<file path="src/rtl/ctrl_fsm_pkg.sv">
// ---------------------------------------------------------------------------
// ctrl_fsm_pkg
// Shared definitions for the multi-cycle RV32I main control FSM:
//   - state encodings (5-bit, exported on state_dbg)
//   - RV32I major opcode constants
//   - datapath mux encodings (alu_srcA, alu_srcB, result_src, alu_op)
//   - trap cause encoding
// ---------------------------------------------------------------------------
package ctrl_fsm_pkg;

    typedef enum logic [4:0] {
        StFetch    = 5'd0,
        StDecode   = 5'd1,
        StMemAdr   = 5'd2,
        StMemRead  = 5'd3,
        StMemWb    = 5'd4,
        StMemWrite = 5'd5,
        StExecR    = 5'd6,
        StExecI    = 5'd7,
        StAluWb    = 5'd8,
        StBranch   = 5'd9,
        StJal      = 5'd10,
        StJalrPc   = 5'd11,
        StJalrLink = 5'd12,
        StLui      = 5'd13,
        StAuipc    = 5'd14,
        StTrap     = 5'd15
    } state_e;

    // Opcodes
    localparam logic [6:0] OpLoad   = 7'b0000011;
    localparam logic [6:0] OpStore  = 7'b0100011;
    localparam logic [6:0] OpRType  = 7'b0110011;
    localparam logic [6:0] OpIType  = 7'b0010011;
    localparam logic [6:0] OpBranch = 7'b1100011;
    localparam logic [6:0] OpJal    = 7'b1101111;
    localparam logic [6:0] OpJalr   = 7'b1100111;
    localparam logic [6:0] OpLui    = 7'b0110111;
    localparam logic [6:0] OpAuipc  = 7'b0010111;

    // ALU operand A select
    localparam logic [1:0] SrcAPc    = 2'b00;
    localparam logic [1:0] SrcAOldPc = 2'b01;
    localparam logic [1:0] SrcARs1   = 2'b10;
    localparam logic [1:0] SrcAZero  = 2'b11;

    // ALU operand B select
    localparam logic [1:0] SrcBRs2  = 2'b00;
    localparam logic [1:0] SrcBImm  = 2'b01;
    localparam logic [1:0] SrcBFour = 2'b10;

    // Result select
    localparam logic [1:0] ResAluOut    = 2'b00;
    localparam logic [1:0] ResData      = 2'b01;
    localparam logic [1:0] ResAluResult = 2'b10;

    // ALU operation class
    localparam logic [1:0] AluAdd   = 2'b00;
    localparam logic [1:0] AluSub   = 2'b01;
    localparam logic [1:0] AluFunct = 2'b10;

    typedef enum logic {
        CauseIllegal = 1'b0,
        CauseTimeout = 1'b1
    } cause_e;

    // States that drive a memory access and honour the ready handshake.
    function automatic logic is_mem_state(input state_e s);
        return (s == StFetch) || (s == StMemRead) || (s == StMemWrite);
    endfunction

endpackage

</file>
<file path="src/rtl/mem_wait_timer.sv">
// ---------------------------------------------------------------------------
// mem_wait_timer
// Wait-cycle counter for the memory watchdog. Cleared by clr, advanced by en,
// and saturating at WAIT_MAX where expired is raised. WAIT_MAX = 0 disables
// the watchdog (expired is held low).
// Ports:
//   clk     in  system clock
//   rst_n   in  asynchronous active-low reset
//   clr     in  synchronous clear (takes priority over en)
//   en      in  count one wait cycle
//   expired out counter has reached WAIT_MAX
// ---------------------------------------------------------------------------
module mem_wait_timer #(
    parameter int unsigned WAIT_MAX = 16
) (
    input  logic clk,
    input  logic rst_n,
    input  logic clr,
    input  logic en,
    output logic expired
);

    localparam int unsigned CntW = (WAIT_MAX > 0) ? $clog2(WAIT_MAX + 1) : 1;

    generate
        if (WAIT_MAX == 0) begin : g_disabled
            assign expired = 1'b0;
            logic unused_in;
            assign unused_in = clr ^ en ^ clk ^ rst_n;
        end else begin : g_enabled
            logic [CntW-1:0] count_q, count_d;
            logic            at_max;

            assign at_max  = (count_q == CntW'(WAIT_MAX));
            assign expired = at_max;

            always_comb begin
                count_d = count_q;
                if (clr) begin
                    count_d = '0;
                end else if (en && !at_max) begin
                    count_d = count_q + 1'b1;
                end
            end

            always_ff @(posedge clk or negedge rst_n) begin
                if (!rst_n) begin
                    count_q <= '0;
                end else begin
                    count_q <= count_d;
                end
            end
        end
    endgenerate

endmodule

</file>
<file path="src/rtl/multicycle_ctrl_fsm.sv">
// ---------------------------------------------------------------------------
// multicycle_ctrl_fsm
// Main control FSM for the multi-cycle RV32I core with memory ready
// handshake, watchdog timeout, JAL/JALR, optional LUI/AUIPC and an
// illegal-opcode trap.
// Optional feature macro: MULTICYCLE_CTRL_FSM_UTYPE_EN (LUI/AUIPC support;
// when undefined those opcodes trap as illegal).
// Parameters:
//   MEM_HANDSHAKE  1 = memory states wait for mem_ready, 0 = treat ready as 1
//   WAIT_MAX       wait cycles per access before timeout, 0 = no watchdog
// Ports:
//   clk, rst_n                 clock, asynchronous active-low reset
//   op[6:0]                    opcode field of the instruction register
//   mem_ready                  memory completes the access this cycle
//   mem_req                    memory access in progress
//   branch, pc_update, reg_write, mem_write, ir_write, adr_src  strobes
//   result_src, alu_srcA, alu_srcB, alu_op                      mux selects
//   illegal_op, mem_timeout    one-cycle trap cause pulses
//   state_dbg[4:0]             current state encoding
// ---------------------------------------------------------------------------
module multicycle_ctrl_fsm
    import ctrl_fsm_pkg::*;
#(
    parameter int          MEM_HANDSHAKE = 1,
    parameter int unsigned WAIT_MAX      = 16
) (
    input  logic       clk,
    input  logic       rst_n,
    input  logic [6:0] op,
    input  logic       mem_ready,
    output logic       mem_req,
    output logic       branch,
    output logic       pc_update,
    output logic       reg_write,
    output logic       mem_write,
    output logic       ir_write,
    output logic       adr_src,
    output logic [1:0] result_src,
    output logic [1:0] alu_srcA,
    output logic [1:0] alu_srcB,
    output logic [1:0] alu_op,
    output logic       illegal_op,
    output logic       mem_timeout,
    output logic [4:0] state_dbg
);

    state_e state_q, state_d;
    cause_e cause_q, cause_d;
    logic   ready_eff;
    logic   wd_expired;
    logic   wd_clr;
    logic   wd_en;

    // Raw (ungated) strobes; reset forces them low below.
    logic mem_req_c, branch_c, pc_update_c, reg_write_c, mem_write_c, ir_write_c;
    logic illegal_c, timeout_c;

    assign ready_eff = (MEM_HANDSHAKE != 0) ? mem_ready : 1'b1;

    // Clearing on every state change covers "cleared on entry" for all memory states.
    assign wd_clr = (state_d != state_q);
    assign wd_en  = is_mem_state(state_q) && !ready_eff;

    mem_wait_timer #(
        .WAIT_MAX (WAIT_MAX)
    ) u_wait_timer (
        .clk     (clk),
        .rst_n   (rst_n),
        .clr     (wd_clr),
        .en      (wd_en),
        .expired (wd_expired)
    );

    // Next state
    always_comb begin
        state_d = state_q;
        cause_d = cause_q;
        case (state_q)
            StFetch, StMemRead, StMemWrite: begin
                if (ready_eff) begin
                    case (state_q)
                        StFetch:   state_d = StDecode;
                        StMemRead: state_d = StMemWb;
                        default:   state_d = StFetch;
                    endcase
                end else if (wd_expired) begin
                    state_d = StTrap;
                    cause_d = CauseTimeout;
                end
            end
            StDecode: begin
                case (op)
                    OpLoad, OpStore: state_d = StMemAdr;
                    OpRType:         state_d = StExecR;
                    OpIType:         state_d = StExecI;
                    OpBranch:        state_d = StBranch;
                    OpJal:           state_d = StJal;
                    OpJalr:          state_d = StJalrPc;
`ifdef MULTICYCLE_CTRL_FSM_UTYPE_EN
                    OpLui:           state_d = StLui;
                    OpAuipc:         state_d = StAuipc;
`else
                    OpLui, OpAuipc: begin
                        state_d = StTrap;
                        cause_d = CauseIllegal;
                    end
`endif
                    default: begin
                        state_d = StTrap;
                        cause_d = CauseIllegal;
                    end
                endcase
            end
            StMemAdr:   state_d = (op == OpLoad) ? StMemRead : StMemWrite;
            StMemWb:    state_d = StFetch;
            StExecR:    state_d = StAluWb;
            StExecI:    state_d = StAluWb;
            StAluWb:    state_d = StFetch;
            StBranch:   state_d = StFetch;
            StJal:      state_d = StAluWb;
            StJalrPc:   state_d = StJalrLink;
            StJalrLink: state_d = StFetch;
`ifdef MULTICYCLE_CTRL_FSM_UTYPE_EN
            StLui:      state_d = StAluWb;
            StAuipc:    state_d = StAluWb;
`endif
            StTrap:     state_d = StFetch;
            default:    state_d = StFetch;
        endcase
    end

    // Outputs
    always_comb begin
        mem_req_c   = 1'b0;
        branch_c    = 1'b0;
        pc_update_c = 1'b0;
        reg_write_c = 1'b0;
        mem_write_c = 1'b0;
        ir_write_c  = 1'b0;
        illegal_c   = 1'b0;
        timeout_c   = 1'b0;
        adr_src     = 1'b0;
        result_src  = ResAluOut;
        alu_srcA    = SrcAPc;
        alu_srcB    = SrcBRs2;
        alu_op      = AluAdd;
        case (state_q)
            StFetch: begin
                mem_req_c   = 1'b1;
                alu_srcB    = SrcBFour;
                result_src  = ResAluResult;
                // Only Mealy outputs: IR and PC latch on the ready cycle.
                ir_write_c  = ready_eff;
                pc_update_c = ready_eff;
            end
            StDecode: begin
                alu_srcA = SrcAOldPc;
                alu_srcB = SrcBImm;
            end
            StMemAdr: begin
                alu_srcA = SrcARs1;
                alu_srcB = SrcBImm;
            end
            StMemRead: begin
                mem_req_c = 1'b1;
                adr_src   = 1'b1;
            end
            StMemWb: begin
                result_src  = ResData;
                reg_write_c = 1'b1;
            end
            StMemWrite: begin
                mem_req_c   = 1'b1;
                adr_src     = 1'b1;
                mem_write_c = 1'b1;
            end
            StExecR: begin
                alu_srcA = SrcARs1;
                alu_srcB = SrcBRs2;
                alu_op   = AluFunct;
            end
            StExecI: begin
                alu_srcA = SrcARs1;
                alu_srcB = SrcBImm;
                alu_op   = AluFunct;
            end
            StAluWb: begin
                result_src  = ResAluOut;
                reg_write_c = 1'b1;
            end
            StBranch: begin
                alu_srcA = SrcARs1;
                alu_srcB = SrcBRs2;
                alu_op   = AluSub;
                branch_c = 1'b1;
            end
            StJal: begin
                alu_srcA    = SrcAOldPc;
                alu_srcB    = SrcBFour;
                pc_update_c = 1'b1;
            end
            StJalrPc: begin
                alu_srcA    = SrcARs1;
                alu_srcB    = SrcBImm;
                result_src  = ResAluResult;
                pc_update_c = 1'b1;
            end
            StJalrLink: begin
                // PC already redirected, so rd == rs1 cannot corrupt the target.
                alu_srcA    = SrcAOldPc;
                alu_srcB    = SrcBFour;
                result_src  = ResAluResult;
                reg_write_c = 1'b1;
            end
`ifdef MULTICYCLE_CTRL_FSM_UTYPE_EN
            StLui: begin
                alu_srcA = SrcAZero;
                alu_srcB = SrcBImm;
            end
            StAuipc: begin
                alu_srcA = SrcAOldPc;
                alu_srcB = SrcBImm;
            end
`endif
            StTrap: begin
                illegal_c = (cause_q == CauseIllegal);
                timeout_c = (cause_q == CauseTimeout);
            end
            default: ;
        endcase
    end

    // Reset forces every strobe and pulse low, aborting any access in flight.
    assign mem_req     = rst_n & mem_req_c;
    assign branch      = rst_n & branch_c;
    assign pc_update   = rst_n & pc_update_c;
    assign reg_write   = rst_n & reg_write_c;
    assign mem_write   = rst_n & mem_write_c;
    assign ir_write    = rst_n & ir_write_c;
    assign illegal_op  = rst_n & illegal_c;
    assign mem_timeout = rst_n & timeout_c;
    assign state_dbg   = state_q;

    always_ff @(posedge clk or negedge rst_n) begin
        if (!rst_n) begin
            state_q <= StFetch;
            cause_q <= CauseIllegal;
        end else begin
            state_q <= state_d;
            cause_q <= cause_d;
        end
    end

endmodule

</file>
<file path="config.mk">
export PLATFORM = sky130hd
export DESIGN_NAME = multicycle_ctrl_fsm
export DESIGN_NICKNAME = d
export VERILOG_FILES = /design/src/rtl/ctrl_fsm_pkg.sv /design/src/rtl/mem_wait_timer.sv /design/src/rtl/multicycle_ctrl_fsm.sv
export SDC_FILE = /design/constraint.sdc
export NUM_CORES = 1
export LEC_CHECK = 0
export CAP_MARGIN = 15
export CORE_MARGIN = 1
export CORE_UTILIZATION = 40
export DETAILED_ROUTE_END_ITERATION = 8
export GPL_ROUTABILITY_DRIVEN = 1
export PLACE_DENSITY = 0.71
export SLEW_MARGIN = 20
export SYNTH_ARGS = -nofsm -noshare
export SYNTH_HDL_FRONTEND = slang
export SYNTH_SLANG_ARGS = --single-unit
</file>
<file path="constraint.sdc">
create_clock -name clk -period 1.59 [get_ports clk]
set_input_delay 0.318 -clock clk [delete_from_list [all_inputs] [get_ports clk]]
set_output_delay 0.318 -clock clk [all_outputs]
set_load 0.005 [all_outputs]
</file>
==> flow_metrics.env, run 1 <==
export IMPL_nNetsFinal=240
export IMPL_routed_wl_um=6570
export IMPL_area_growth_pct=121
export IMPL_critical_path_required_ps=1270
export IMPL_cap_violations=0
export IMPL_rsz0062_at_grt="true"
export IMPL_dieArea_um2=2720
export IMPL_setup_tns_ps=-6750
export IMPL_postLayoutCellArea_um2=2230
export IMPL_synthesis_area_um2=1010
export IMPL_ys_ff_latch=11
export IMPL_die_x_um=52.2
export IMPL_htree_levels=1
export IMPL_criticalPathCategory="reg2out"
export IMPL_wl_per_cell_um=25.7
export IMPL_synth_mux_area_fraction_pct=1.99
export IMPL_grt_pass1_wl_um=8010
export IMPL_routed_wl_met2_um=2940
export IMPL_cts_buffers=3
export IMPL_arrival_ps=1690
export IMPL_fin_ws_ps=-420
export IMPL_grt_overflow_total=0
export IMPL_synthCells=130
export IMPL_violations="negative setup slack"
export IMPL_synth_top_family_by_area="simple AND/OR/NAND/NOR gates"
export IMPL_via_per_inst=6.58
export IMPL_fin_crit_sh_pct=126
export IMPL_ys_flop_type="dfrtp_1"
export IMPL_drtIter0Drc=95
export IMPL_p_total_uw=4080
export IMPL_yosysWarnings=0
export IMPL_hp_class="in2async"
export IMPL_ys_seq_area_share_pct=27.3
export IMPL_vdd_drop_max_uv=1680
export IMPL_cts_sinks=11
export IMPL_final_util_pct=96.9
export IMPL_dr_pass1_iters=5
export IMPL_max_stage_delay_ps=450
export IMPL_powerDensity_nw_per_um2=1830
export IMPL_end_kind="output port"
export IMPL_worstPathCellList="buf_12 > nand2b_4 > or3_1 > a21oi_1 > buf_2"
export IMPL_postSynthAreaPerCell_um2=7.75
export IMPL_ant_nets=0
export IMPL_slowest_stage="dfrtp_2"
export IMPL_fill_cells=41
export IMPL_syn_nets=142
export IMPL_synthXorXnorAreaFrac_pct=5.22
export IMPL_grt_usage_pct=42.2
export IMPL_p_leak_uw=0.00103
export IMPL_num_rows=17
export IMPL_met1_length_um=2350
export IMPL_synthAdderAreaFrac_pct=2.48
export IMPL_diodes=0
export IMPL_critPathBufInv=2
export IMPL_vias=1678
export IMPL_die_y_um=52.2
export IMPL_routed_top_layer="met4"
export IMPL_setup_viol=28
export IMPL_synth_top_cells_by_count="14 x nor2_1, 12 x nand2_1, 11 x dfrtp_1"
export IMPL_grt_pass1_vias=1598
export IMPL_synthArstFlopShare_pct=100
export IMPL_initial_utilization_pct=43.8
export IMPL_cp_start_kind="flop"
export IMPL_clockBufferDepth=2
export IMPL_globalplace_congestion=0.814
export IMPL_place_area_um2=1560
export IMPL_synth_top_area_share_pct=27.3
export IMPL_cts_hold_buffers=0
export IMPL_drc=0
export IMPL_cp_top_family="simple AND/OR/NAND/NOR gates"
export IMPL_antenna_found_initial=0
export IMPL_synthDistinctLibCells=42
export IMPL_clkLatencyLatePin_ps=300
export IMPL_fin_skew_ps=9.99
export IMPL_cp_max_fo=3
export IMPL_status="complete, but fails checks"
export IMPL_dr_wl_met3_um=679
export IMPL_synth_compound_area_share_pct=19.3
export IMPL_min_period_ps=2010
export IMPL_maxSlewViolCount=0
export IMPL_slew_headroom_pct=59.5
export IMPL_hpwl_um=2470
export IMPL_synth_edf_count=0
export IMPL_tritoncts="built"
export IMPL_root_buffer="clkbuf_4"
export IMPL_hold_viol_final=0
export IMPL_drive_above_1_share_pct=60.8
export IMPL_clk_pin_slew_worst_paths_ps=90
export IMPL_synth_area_leaders="dfrtp_1 27%, nor2_1 5.2%, nand2_1 4.5%"
export IMPL_yosysMostFrequentCell="nor2_1"
export IMPL_ios=32
export IMPL_grt_max_degree=11
export IMPL_synthSimpleGateAreaFrac_pct=37.1
export IMPL_worst_pin_slew_ps=603
export IMPL_max_freq_mhz=498
export IMPL_synth_area_leader_cell="dfrtp_1"
export IMPL_core_um2=2300
export IMPL_numPortBuffers=31
[area by class of cell]
| cell class | instances | area, um^2 | share of cell area (%) |
|---|---|---|---|
| Tap cell | 28 | 35.0 | 1.57 |
| Multi-Input combinational cell | 105 | 913 | 41.0 |
| Timing Repair Buffer | 102 | 951 | 42.7 |
| Clock buffer | 4 | 26.3 | 1.18 |
| Inverter | 5 | 18.8 | 0.843 |
| Sequential cell | 11 | 282 | 12.6 |
[path summary, 6_finish.rpt]
check	depth (start not counted)	from	endpoint	slack, ps
max in group asynchronous	4	rst_n	state_dbg[2]	1040
setup reg to reg	9	state_dbg[2]	state_dbg[1]	-280
min in group clk	3	mem_ready	state_dbg[0]	600
hold reg to reg	1	cause_q	cause_q	630
hold / removal	3	rst_n	state_dbg[3]	220
setup / recovery	5	state_dbg[1]	alu_srcB[0]	-420
[where the power goes]
| group | switching, uW | internal [uW] |
|---|---|---|
| logic | 1500 | 1860 |
| clock network | 125 | 97.8 |
| registers | 134 | 360 |
[layout by cell type (no fill, tap or decap), drive strengths merged, types with 6 or more instances in the layout]
cell           netlist  final
buf                  5     89
nor2                14     14
nand2               12     12
dfrtp               11     11
clkdlybuf4s50        0      7
nand2b               6      6
o21ai                6      6
nor3                 6      6
[registers in the layout (all words and copies together), names as in the netlist]
| signal | flops |
|---|---|
| u_wait_timer.g_enabled.count_q | 5 |
| cause_q | 1 |
| state_dbg | 5 |
[metrics by stage]
step / hold WS (ps) / setup slack, ps / std cells
after floorplan: 22.4 / 19.1 / 130
after global placement: 476 / -482 / 212
after detailed placement: 513 / -482 / 212
after CTS: 192 / -287 / 251
after global routing: 196 / -465 / 255
final: 215 / -420 / 255
[worst register-to-register path, delay by kind of cell (launching register included)]
| family | cells | cell delay, ps |
|---|---|---|
| buffers and inverters | 5 | 730 |
| flip-flops | 1 | 460 |
| AO/OA/AOI/OAI | 3 | 400 |
| AND/OR/NAND/NOR | 1 | 190 |
[routing by layer]
layer	GRT usage, %	vias to the layer above
met5	0	-
met4	24.1	0
met3	10.7	72
met2	73.5	188
met1	46.1	758
li1	-	660
[kinds of logic after synthesis]
kind of cell               count (synthesis)
muxes                                      2
adders and majority gates                  2
AOI/OAI and AO/OA                         26
other                                      1
buffers and inverters                     14
xor gates and xnor gates                   6
DFF                                       11
and+or+nand+nor                           68
[timing repair]
| item | CTS | global route |
|---|---|---|
| pin swaps | 30 | 27 |
| resized for setup | 149 | 30 |
| endpoints found under the setup margin | 31 | 30 |
| buffers inserted | 37 | 9 |
No activity file was read; power rests on OpenSTA's default activity.
==> run 2, diff against run 1 <==
--- a/config.mk
+++ b/config.mk
@@ -5,6 +5,7 @@
 export SDC_FILE = /design/constraint.sdc
 export NUM_CORES = 1
 export LEC_CHECK = 0
+export ABC_CLOCK_PERIOD_IN_PS = 1590
 export CAP_MARGIN = 15
 export CORE_MARGIN = 1
 export CORE_UTILIZATION = 40
==> results of run 2 <==
The final DEF is identical to that of run 1; final timing and power are the same.
==> run 3, diff against run 2 <==
--- a/config.mk
+++ b/config.mk
@@ -9,6 +9,7 @@
 export CAP_MARGIN = 15
 export CORE_MARGIN = 1
 export CORE_UTILIZATION = 40
+export CTS_BUF_LIST = sky130_fd_sc_hd__clkbuf_8
 export DETAILED_ROUTE_END_ITERATION = 8
 export GPL_ROUTABILITY_DRIVEN = 1
 export PLACE_DENSITY = 0.71
==> run 3 against run 2 <==
Effect of this change: the flow still finishes with violations (negative setup slack); cell area decreased by 3.9%; first-iteration DRC count shrank 17%; maximum frequency rose by 6.6%; final cell count fell by 2.4%; sequential power is essentially flat; clock power up 39%; flip-flop and latch count did not move; count of clock-buffer cells in the layout shrank 1; worst hold slack improved by 35 ps; setup slack better by 120 ps; critical endpoint unchanged.
==> flow_metrics.env, run 3 (synthesis gave the netlist of run 1 again) <==
export IMPL_cap_violations=0
export IMPL_final_util_pct=93.1
export IMPL_cp_max_fo=4
export IMPL_min_period_ps=1880
export IMPL_rr_startpoint="state_dbg[1]"
export IMPL_status="complete, but fails checks"
export IMPL_num_rows=17
export IMPL_drtIter0Drc=79
export IMPL_setup_viol=27
export IMPL_place_worst_setup_slack_ps=-482
export IMPL_cts_buffers=3
export IMPL_die_y_um=52.2
export IMPL_ant_nets=0
export IMPL_powerDensity_nw_per_um2=1830
export IMPL_numPortBuffers=31
export IMPL_max_freq_mhz=531
export IMPL_hp_class="in2async"
export IMPL_ios=32
export IMPL_grt_max_degree=12
export IMPL_end_kind="output port"
export IMPL_drc=0
export IMPL_htree_levels=1
export IMPL_layout_common_cells="35 x buf_4, 24 x buf_6, 17 x buf_2"
export IMPL_diodes=0
export IMPL_r2r_setup_slack_ps=-260
export IMPL_fin_crit_sh_pct=119
export IMPL_dieArea_um2=2720
export IMPL_slew_headroom_pct=56.7
export IMPL_root_buffer="clkbuf_8"
export IMPL_clk_pin_slew_worst_paths_ps=60
export IMPL_grt_pass1_wl_um=6980
export IMPL_antenna_found_initial=0
export IMPL_criticalPathCategory="reg2out"
export IMPL_routed_wl_um=5820
export IMPL_wl_per_cell_um=23.4
export IMPL_p_total_uw=3920
export IMPL_cts_sinks=11
export IMPL_critical_path_required_ps=1270
export IMPL_die_x_um=52.2
export IMPL_globalplace_congestion=0.814
export IMPL_vias=1565
export IMPL_grt_usage_pct=36.6
export IMPL_p_leak_uw=0.00103
export IMPL_clockBufferDepth=2
export IMPL_hpwl_um=2470
export IMPL_maxSlewViolCount=0
export IMPL_hold_viol_final=0
export IMPL_clkLatencyLatePin_ps=260
export IMPL_fin_ws_ps=-295
export IMPL_nNetsFinal=234
export IMPL_grt_pass1_vias=1438
export IMPL_grt_overflow_total=0
export IMPL_area_growth_pct=112
export IMPL_worst_pin_slew_ps=645
export IMPL_postLayoutCellArea_um2=2140
export IMPL_cp_start_kind="flop"
export IMPL_core_um2=2300
export IMPL_dr_pass1_iters=4
export IMPL_fin_skew_ps=7.93
export IMPL_initial_utilization_pct=43.8
export IMPL_place_area_um2=1560
export IMPL_tritoncts="built"
export IMPL_arrival_ps=1570
export IMPL_r2r_cells=5
export IMPL_drive_above_1_share_pct=59.3
export IMPL_vdd_drop_max_uv=1550
export IMPL_r2r_end="state_dbg[3]"
export IMPL_rsz0062_at_grt="true"
export IMPL_via_per_inst=6.29
export IMPL_final_common_cell="buf_4"
export IMPL_violations="negative setup slack"
## run 3: cell count changes in the layout (fill, tap and decap cells not counted), moves of 2 or more
| cell | previous run | this run |
|---|---|---|
| buf_6 | 32 | 24 |
| buf_12 | 5 | 1 |
| clkbuf_4 | 3 | 0 |
| clkbuf_8 | 0 | 3 |
| nor2_1 | 5 | 8 |
| a21oi_1 | 4 | 2 |
| a21oi_2 | 1 | 3 |
| buf_2 | 15 | 17 |
| buf_8 | 2 | 4 |
| nor2_2 | 4 | 2 |
## run 3: how the worst max path moves through the flow
stage,from,to
after floorplan,state_dbg[2],alu_srcA[0]
after global placement,rst_n,illegal_op
after detailed placement,rst_n,reg_write
after CTS,state_dbg[2],alu_srcA[0]
after global routing,state_dbg[2],alu_srcB[0]
final,state_dbg[2],alu_srcB[0]
## run 3: cell type report
cell class | instances | area (um^2)
fill | 74 | 159
inverter | 5 | 18.8
timing repair buffer | 96 | 853
sequential | 11 | 282
clock buffer | 3 | 41.3
tap | 28 | 35.0
multi-input combinational | 105 | 905
clock inverter | 1 | 3.75
## run 3: power by group
| group | total, uW | switching [uW] | internal (uW) |
|---|---|---|---|
| combinational | 3120 | 1430 | 1690 |
| sequential | 496 | 135 | 361 |
| clock | 311 | 140 | 172 |
## run 3: worst max-delay path, stage by stage (launching register included)
cell	delay, ps
dfrtp_2	450
buf_6	130
buf_6	110
nor2_4	110
buf_6	110
o211ai_1	100
a21oi_1	160
buf_2	130
## run 3: what timing repair did
| item | in CTS | in global routing |
|---|---|---|
| endpoints found under the hold margin | 0 | 0 |
| cloned | 1 | 0 |
| pin swaps | 18 | 17 |
| resized for setup | 119 | 52 |
| setup buffers | 21 | 11 |
| hold buffers | 0 | 0 |
| endpoints found under the setup margin | 31 | 30 |
## run 3: stage by stage
stage	cells	hold WS [ps]	setup TNS (ps)
final	249	251	-4750
after global routing	249	254	-5790
after CTS	238	243	-2760
after detailed placement	212	513	-9530
after global placement	212	476	-9120
after floorplan	130	22.4	0
## run 3: routing by layer
metal	wire length (um)	track usage (%)	vias up
met1	2120	41.7	766
met2	2850	63.5	115
met5	0	0	-
met3	511	6.96	37
li1	-	-	647
met4	341	20.6	0
